## config.mk

```make
export PLATFORM = sky130hd
export DESIGN_NAME = conv_mac_pipe
export DESIGN_NICKNAME = d
export VERILOG_FILES = /design/src/rtl/conv_mac_pipe_pkg.sv /design/src/rtl/conv_mac_pipe_adder_tree.sv /design/src/rtl/conv_mac_pipe.sv
export SDC_FILE = /design/constraint.sdc
export NUM_CORES = 2
export LEC_CHECK = 0
export ABC_AREA = 0
export BUFFER_PORTS_ARGS = -buffer_cell sky130_fd_sc_hd__buf_2
export CORE_MARGIN = 2
export CORE_UTILIZATION = 55
export CTS_CLUSTER_SIZE = 30
export DETAILED_ROUTE_END_ITERATION = 6
export GPL_ROUTABILITY_DRIVEN = 0
export PLACE_DENSITY = 0.77
export SYNTH_ARGS = -nofsm -noshare
export SYNTH_HDL_FRONTEND = slang
export SYNTH_SLANG_ARGS = --single-unit
```

## constraint.sdc

```tcl
create_clock -name clk -period 12.9 [get_ports clk]
set_clock_uncertainty 0.15 [all_clocks]
set_input_delay 1.935 -clock clk [delete_from_list [all_inputs] [get_ports clk]]
set_output_delay 1.935 -clock clk [all_outputs]
set_load 0.02 [all_outputs]
```

## src/rtl/conv_mac_pipe_pkg.sv

```systemverilog
// conv_pkg: shared sizing helpers, default-configuration constants and the
// output clamp used by the conv_mac_pipe convolution MAC stage.
package conv_pkg;

  localparam int unsigned DEF_DATA_WIDTH         = 8;
  localparam int unsigned DEF_WEIGHT_WIDTH       = 8;
  localparam int unsigned DEF_KERNEL_ROW_SIZE    = 3;
  localparam int unsigned DEF_KERNEL_COLUMN_SIZE = 3;

  // Width of the generic value handed to clamp_to_pixel.
  localparam int unsigned CLAMP_W = 64;

  typedef logic [DEF_DATA_WIDTH-1:0] pixel_t;

  function automatic int unsigned calc_n(input int unsigned rows, input int unsigned cols);
    return rows * cols;
  endfunction

  function automatic int unsigned calc_add_stages(input int unsigned n);
    return $clog2(n);
  endfunction

  function automatic int unsigned calc_prod_w(input int unsigned dw, input int unsigned ww);
    return dw + ww + 1;
  endfunction

  function automatic int unsigned calc_acc_w(input int unsigned dw, input int unsigned ww,
                                             input int unsigned n);
    return calc_prod_w(dw, ww) + calc_add_stages(n);
  endfunction

  localparam int unsigned N          = calc_n(DEF_KERNEL_ROW_SIZE, DEF_KERNEL_COLUMN_SIZE);
  localparam int unsigned ADD_STAGES = calc_add_stages(N);
  localparam int unsigned PROD_W     = calc_prod_w(DEF_DATA_WIDTH, DEF_WEIGHT_WIDTH);
  localparam int unsigned ACC_WIDTH  = PROD_W + ADD_STAGES;

  // Number of live operands after s pairwise reduction levels.
  function automatic int unsigned level_count(input int unsigned n, input int unsigned s);
    return (n + (1 << s) - 1) >> s;
  endfunction

  // Negative -> 0, above 2^dw-1 -> 2^dw-1, otherwise unchanged.
  function automatic logic [CLAMP_W-1:0] clamp_to_pixel(input logic signed [CLAMP_W-1:0] v,
                                                         input int unsigned dw);
    logic signed [CLAMP_W-1:0] maxv;
    maxv = (CLAMP_W'(1) << dw) - CLAMP_W'(1);
    if (v < 0)
      return '0;
    else if (v > maxv)
      return maxv;
    else
      return v;
  endfunction

endpackage

```

## src/rtl/conv_mac_pipe_adder_tree.sv

```systemverilog
// conv_adder_tree: registered binary reduction of N signed operands, one level
// per clock, with a valid bit travelling alongside each level.
module conv_adder_tree #(
  parameter int unsigned N    = 9,
  parameter int unsigned IN_W = 17,
  localparam int unsigned STAGES = $clog2(N),
  localparam int unsigned OUT_W  = IN_W + STAGES
) (
  input  logic                    clk,
  input  logic                    rst_n,
  input  logic [N*IN_W-1:0]       data_i,
  input  logic                    valid_i,
  output logic signed [OUT_W-1:0] sum_o,
  output logic                    valid_o
);
  import conv_pkg::level_count;

  logic signed [OUT_W-1:0] src_a [STAGES][N];
  logic signed [OUT_W-1:0] lvl_q [STAGES][N];
  logic [STAGES-1:0]       vld_q;

  // Operand set feeding each level: sign-extended inputs, then previous level.
  always_comb begin
    for (int unsigned k = 0; k < N; k++) begin
      src_a[0][k] = {{STAGES{data_i[k*IN_W+IN_W-1]}}, data_i[k*IN_W +: IN_W]};
    end
    for (int unsigned s = 1; s < STAGES; s++) begin
      for (int unsigned k = 0; k < N; k++) begin
        src_a[s][k] = lvl_q[s-1][k];
      end
    end
  end

  // Pairwise adds per level; an odd leftover operand is simply re-registered.
  always_ff @(posedge clk or negedge rst_n) begin
    if (!rst_n) begin
      vld_q <= '0;
      for (int unsigned s = 0; s < STAGES; s++) begin
        for (int unsigned k = 0; k < N; k++) begin
          lvl_q[s][k] <= '0;
        end
      end
    end else begin
      vld_q[0] <= valid_i;
      for (int unsigned s = 1; s < STAGES; s++) begin
        vld_q[s] <= vld_q[s-1];
      end
      for (int unsigned s = 0; s < STAGES; s++) begin
        for (int unsigned k = 0; k < N; k++) begin
          if (k < level_count(N, s + 1)) begin
            if (2 * k + 1 < level_count(N, s))
              lvl_q[s][k] <= src_a[s][2*k] + src_a[s][2*k+1];
            else
              lvl_q[s][k] <= src_a[s][2*k];
          end else begin
            lvl_q[s][k] <= '0;
          end
        end
      end
    end
  end

  assign sum_o   = lvl_q[STAGES-1][0];
  assign valid_o = vld_q[STAGES-1];

endmodule

```

## src/rtl/conv_mac_pipe.sv

```systemverilog
// conv_mac_pipe: serially loaded signed kernel, element-wise multiply with an
// unsigned pixel window, pipelined adder tree, shift and clamp to one pixel.
// Fixed latency, full throughput, no backpressure.
// Define CONV_MAC_ROUND_EN for round-half-up on the output shift; otherwise
// the shift truncates toward minus infinity.
module conv_mac_pipe
  import conv_pkg::*;
#(
  parameter int unsigned DATA_WIDTH         = 8,
  parameter int unsigned WEIGHT_WIDTH       = 8,
  parameter int unsigned KERNEL_ROW_SIZE    = 3,
  parameter int unsigned KERNEL_COLUMN_SIZE = 3,
  parameter int unsigned OUT_SHIFT          = 0
) (
  input  logic                                                 clk,
  input  logic                                                 rst_n,
  input  logic [DATA_WIDTH*KERNEL_ROW_SIZE*KERNEL_COLUMN_SIZE-1:0] in_matrix,
  input  logic                                                 valid_in,
  input  logic [WEIGHT_WIDTH-1:0]                              weight_in,
  input  logic                                                 weight_valid,
  output logic                                                 weights_loaded,
  output logic [DATA_WIDTH-1:0]                                out_pixel,
  output logic                                                 valid_out
);

  localparam int unsigned NTAP       = calc_n(KERNEL_ROW_SIZE, KERNEL_COLUMN_SIZE);
  localparam int unsigned ADD_ST     = calc_add_stages(NTAP);
  localparam int unsigned PROD_WIDTH = calc_prod_w(DATA_WIDTH, WEIGHT_WIDTH);
  localparam int unsigned ACC_W      = calc_acc_w(DATA_WIDTH, WEIGHT_WIDTH, NTAP);
  localparam int unsigned SH_W       = ACC_W + 1;
  localparam int unsigned CNT_W      = $clog2(NTAP);
  localparam logic [CNT_W-1:0] CNT_LAST = CNT_W'(NTAP - 1);

  logic [WEIGHT_WIDTH-1:0]        weight_q [NTAP];
  logic [CNT_W-1:0]               cnt_q;
  logic                           loaded_q;
  logic                           accept;
  logic signed [PROD_WIDTH-1:0]   prod_d [NTAP];
  logic signed [PROD_WIDTH-1:0]   prod_q [NTAP];
  logic                           mvalid_q;
  logic [NTAP*PROD_WIDTH-1:0]     prod_flat;
  logic signed [ACC_W-1:0]        tree_sum;
  logic                           tree_valid;
  logic signed [SH_W-1:0]         acc_r;
  logic signed [SH_W-1:0]         sh_d;
  logic [CLAMP_W-1:0]             clamp_res;
  logic [DATA_WIDTH-1:0]          pix_d;
  logic [DATA_WIDTH-1:0]          out_q;
  logic                           vout_q;

  assign accept         = valid_in & loaded_q;
  assign weights_loaded = loaded_q;

  // Serial kernel load; a weight arriving on a loaded kernel restarts at index 0.
  always_ff @(posedge clk or negedge rst_n) begin
    if (!rst_n) begin
      for (int unsigned k = 0; k < NTAP; k++) weight_q[k] <= '0;
      cnt_q    <= '0;
      loaded_q <= 1'b0;
    end else if (weight_valid) begin
      if (loaded_q) begin
        loaded_q    <= 1'b0;
        weight_q[0] <= weight_in;
        cnt_q       <= CNT_W'(1);
      end else begin
        weight_q[cnt_q] <= weight_in;
        if (cnt_q == CNT_LAST) begin
          loaded_q <= 1'b1;
          cnt_q    <= '0;
        end else begin
          cnt_q <= cnt_q + CNT_W'(1);
        end
      end
    end
  end

  // Products of zero-extended pixels and sign-extended pre-edge weights.
  always_comb begin
    for (int unsigned k = 0; k < NTAP; k++) begin
      prod_d[k] = $signed({{(PROD_WIDTH-DATA_WIDTH){1'b0}}, in_matrix[DATA_WIDTH*k +: DATA_WIDTH]})
                * $signed({{(PROD_WIDTH-WEIGHT_WIDTH){weight_q[k][WEIGHT_WIDTH-1]}}, weight_q[k]});
    end
  end

  // Stage M: register products and the accept strobe.
  always_ff @(posedge clk or negedge rst_n) begin
    if (!rst_n) begin
      for (int unsigned k = 0; k < NTAP; k++) prod_q[k] <= '0;
      mvalid_q <= 1'b0;
    end else begin
      for (int unsigned k = 0; k < NTAP; k++) prod_q[k] <= prod_d[k];
      mvalid_q <= accept;
    end
  end

  // Flatten products for the tree.
  always_comb begin
    prod_flat = '0;
    for (int unsigned k = 0; k < NTAP; k++) prod_flat[k*PROD_WIDTH +: PROD_WIDTH] = prod_q[k];
  end

  conv_adder_tree #(
    .N    (NTAP),
    .IN_W (PROD_WIDTH)
  ) u_tree (
    .clk     (clk),
    .rst_n   (rst_n),
    .data_i  (prod_flat),
    .valid_i (mvalid_q),
    .sum_o   (tree_sum),
    .valid_o (tree_valid)
  );

`ifdef CONV_MAC_ROUND_EN
  localparam logic [SH_W-1:0] RND =
    (OUT_SHIFT == 0) ? '0 : (SH_W'(1) << ((OUT_SHIFT == 0) ? 0 : OUT_SHIFT - 1));
`else
  localparam logic [SH_W-1:0] RND = '0;
`endif

  // Stage Q datapath: optional rounding bias, arithmetic shift, clamp.
  always_comb begin
    acc_r     = $signed({tree_sum[ACC_W-1], tree_sum} + RND);
    sh_d      = acc_r >>> OUT_SHIFT;
    clamp_res = clamp_to_pixel({{(CLAMP_W-SH_W){sh_d[SH_W-1]}}, sh_d}, DATA_WIDTH);
    pix_d     = DATA_WIDTH'(clamp_res);
  end

  // Stage Q register: pixel updates only with a valid result, holds otherwise.
  always_ff @(posedge clk or negedge rst_n) begin
    if (!rst_n) begin
      out_q  <= '0;
      vout_q <= 1'b0;
    end else begin
      vout_q <= tree_valid;
      if (tree_valid) out_q <= pix_d;
    end
  end

  assign out_pixel = out_q;
  assign valid_out = vout_q;

endmodule

```

==> metrics.md <==
| Metric | Value |
|---|---|
| Top-count cell post-synth | `inv_1` |
| CTS Sinks | `451` |
| Synth area leader | `dfrtp_1` |
| CP max FO | `8` |
| Residual DRC | `1` |
| Drt total wl | `around 80000 µm` |
| I/O Buffers | `93` |
| Layout overhead on the synthesized area | `8.818%` |
| Gr busiest metal | `met2` |
| Die H | `269.5 µm` |
| Largest net degree at the start of global routing | `~110` |
| Cells along the critical path | `buf_2, and2_1, ha_1, inv_1, fa_1, inv_1, ha_1, inv_1, fa_1, inv_1, ha_1, inv_1, fa_1, nor2b_1, o21ai_0, a21boi_0, o21ai_0, nand2_1, a31oi_1, o311ai_0` |
| Kind of critical path | `in2reg` |
| Chip width | `269.5 µm` |
| CTS clk-pin slew, worst paths | `0.06 ns` |
| Num ports | `94` |
| Compound-cell area share of the yosys netlist | `0.08834` |
| Fin. Hold Viols | `0` |
| Initial antenna violation count | `3` |
| Post-Synth Simple-Gate Area | `0.1454` |
| CTS Buf Count | `between 40 and 50` |
| DRT antenna net count | `0` |
| Vias per inst | `5.402` |
| Remaining global-route overflow | `0` |
| Peak Freq | `approximately 170 MHz` |
| Asr flop ratio synth | `1.000` |
| GRT met1 Usage | `0.3089` |
| Most used DFF post-synth | `dfrtp_1` |
| Critical Path AT | `6.05 ns` |
| Bufs and invs on worst path | `6` |
| Mux share of post-synthesis cell area | `0.02397` |
| Unrepaired setup endpoints after global routing | `false` |
| Vias in the first global route | `27.51k` |
| Crit-path leading delay family | `adder cells` |
| Die area | `0.07265 mm²` |
| Largest family of logic cells by synthesized area | `adder cells` |
| Gr usage total | `0.2286` |
| Post-Syn Area | `0.03878 mm²` |
| Yosys top cell area share | `0.2910` |
| Slowest library cell on the worst path | `o311ai_0` |
| Violated checks | `design-rule violations` |
| R2R Setup Slk | `8.05 ns` |
| Final Max Tran Viols | `0` |
| Hold_buf cts | `0` |
| Mapped Avg Cell Area | `between 10 and 15 µm²` |
| Cells after Synth | `3794` |
| Ranking of synthesized cells by area | `dfrtp_1 29%, fa_1 18%, ha_1 17%` |
| DR pass1 iterations | `7` |
| Layout cell share with drive strength beyond 1 | `0.07323` |
| Root buf cell | `clkbuf_16` |
| # rows | `just under 100` |
| Filler cell count | `between 5k and 6k` |
| Routed length per instance | `16.25 µm` |
| CORE AREA | `between 0.06 and 0.07 mm²` |
| Worst Setup Start Kind | `primary input` |
| CP endpoint kind | `flop` |
| CTS Buffer Depth | `3` |
| Post-synth EDFFs | `0` |
| DR iter-0 viols | `about 1.6k` |
| Synth Area in XOR/XNOR | `0.04495` |
| Status | `complete, but fails checks` |
| Setup TNS | `0 ns` |
| Slew headroom | `0.3025` |
| Worst-Margin Slew | `1.039 ns` |
| Clk_lat worst skew | `0.60 ns` |
| CP peak stage delay | `0.52 ns` |
| #FFs+latches synth | `451` |
| First-pass GRT wire length | `between 100000 and 150000 µm` |
| Initial Utilization | `0.5547` |
| Crit path time final | `5.776 ns` |
| H-tree levels | `2` |
| Post-Syn Nets | `4754` |
| Vias | `26.56k` |
| Final Cycle Share | `0.4478` |
| Post-CTS resize count | `0` |
| Most common cell on crit path | `inv_1` |
| Hold/Removal Path Class | `reg2reg` |
| Cell variety after synth | `79` |
| Met2 Use GR | `0.3850` |
| Synth top cells by count | `585 x inv_1, 535 x ha_1, 451 x dfrtp_1` |
| Final nets | `4896` |
| Yosys warnings | `0` |
| CP required | `13.17 ns` |
| Sequential fraction of the synthesis area | `0.2910` |
| Maxcap violations | `0` |
| Post-CTS Setup Bufs | `0` |
| Global Route met3 Usage | `0.03010` |
| TritonCTS clock tree | `done` |
| Post-synthesis adder-cell area fraction | `0.3487` |
| Endpoints failing setup | `0` |
| Dpl hpwl | `62520 µm` |
state kept, by name, summed over array words and instances, names as in the netlist:
register / count
valid_out: 1
u_tree.vld_q: 4
cnt_q: 4
prod_flat: 153
weight_q: 72
out_pixel: 8
mvalid_q: 1
weights_loaded: 1
u_tree.sum_o: 21
u_tree.lvl_q: 186
through the flow:
stage                     instances  worst slack (ns)  hold WS (ns)  utilization  area [µm²]
after global routing           4914             6.856        0.2025       0.6035       42190
final                          4917             7.124        0.1931       0.6036       42200
after CTS                      4914             7.202        0.1984       0.6035       42190
after global placement         4825             6.642        0.1842       0.5786       40450
after floorplan                3794             6.971        0.1812            -       38780
after detailed placement       4825             6.579        0.1847       0.5786       40450
cell families after synthesis:
family	after synthesis
buf+inv	595
fa+ha+maj	876
flops	451
simple gates	1076
compound gates	514
xor+xnor	199
mux	83
path summary, 6_finish.rpt:
path                                             start                     endpoint  cells after the start
min in group asynchronous                        rst_n  u_tree.lvl_q[652]$_DFF_PN0_                      1
hold reg to reg            u_tree.lvl_q[504]$_DFF_PN0_  u_tree.lvl_q[336]$_DFF_PN0_                      0
max in group asynchronous                        rst_n      prod_flat[66]$_DFF_PN0_                      3
hold / removal             u_tree.lvl_q[504]$_DFF_PN0_  u_tree.lvl_q[336]$_DFF_PN0_                      0
setup / recovery                         in_matrix[60]     prod_flat[133]$_DFF_PN0_                     20
setup reg to reg              weight_q[10]$_DFFE_PN0P_     prod_flat[133]$_DFF_PN0_                     15
area by class of cell:
type	instances	area (µm²)	area share
flip-flops and latches	451	11290	0.2674
inverters	586	2200	0.05213
diodes	3	7.507	0.0001779
repair buffers	100	528.0	0.01251
multi-input cells	2748	25260	0.5985
well taps	940	1176	0.02787
clock buffers	65	1396	0.03309
clock inverters	24	349.1	0.008273
cells in the final DEF, fill, tap and decap left out, types with 36 or more instances in the layout:
master / netlist / routed
inv_1: 585 / 585
ha_1: 535 / 535
dfrtp_1: 451 / 451
and2_1: 376 / 376
fa_1: 341 / 341
nand2_1: 228 / 228
nor2_1: 184 / 184
xnor2_1: 167 / 167
a21oi_1: 156 / 156
buf_2: 0 / 92
mux2_2: 79 / 79
o21ai_0: 66 / 66
nand2b_1: 64 / 64
a21o_1: 63 / 63
clkbuf_16: 0 / 49
nor3_1: 48 / 48
nor2b_1: 47 / 47
nand3_1: 36 / 36
layer usage:
metal  wire [µm]  vias up
met5           9        -
met4        2337        2
met3        3434      149
met2       38780      533
met1       35370    13142
li1            -    12734
Power is not shown: default switching activity piles up to over one toggle a cycle in this logic, so the estimate is an artifact.
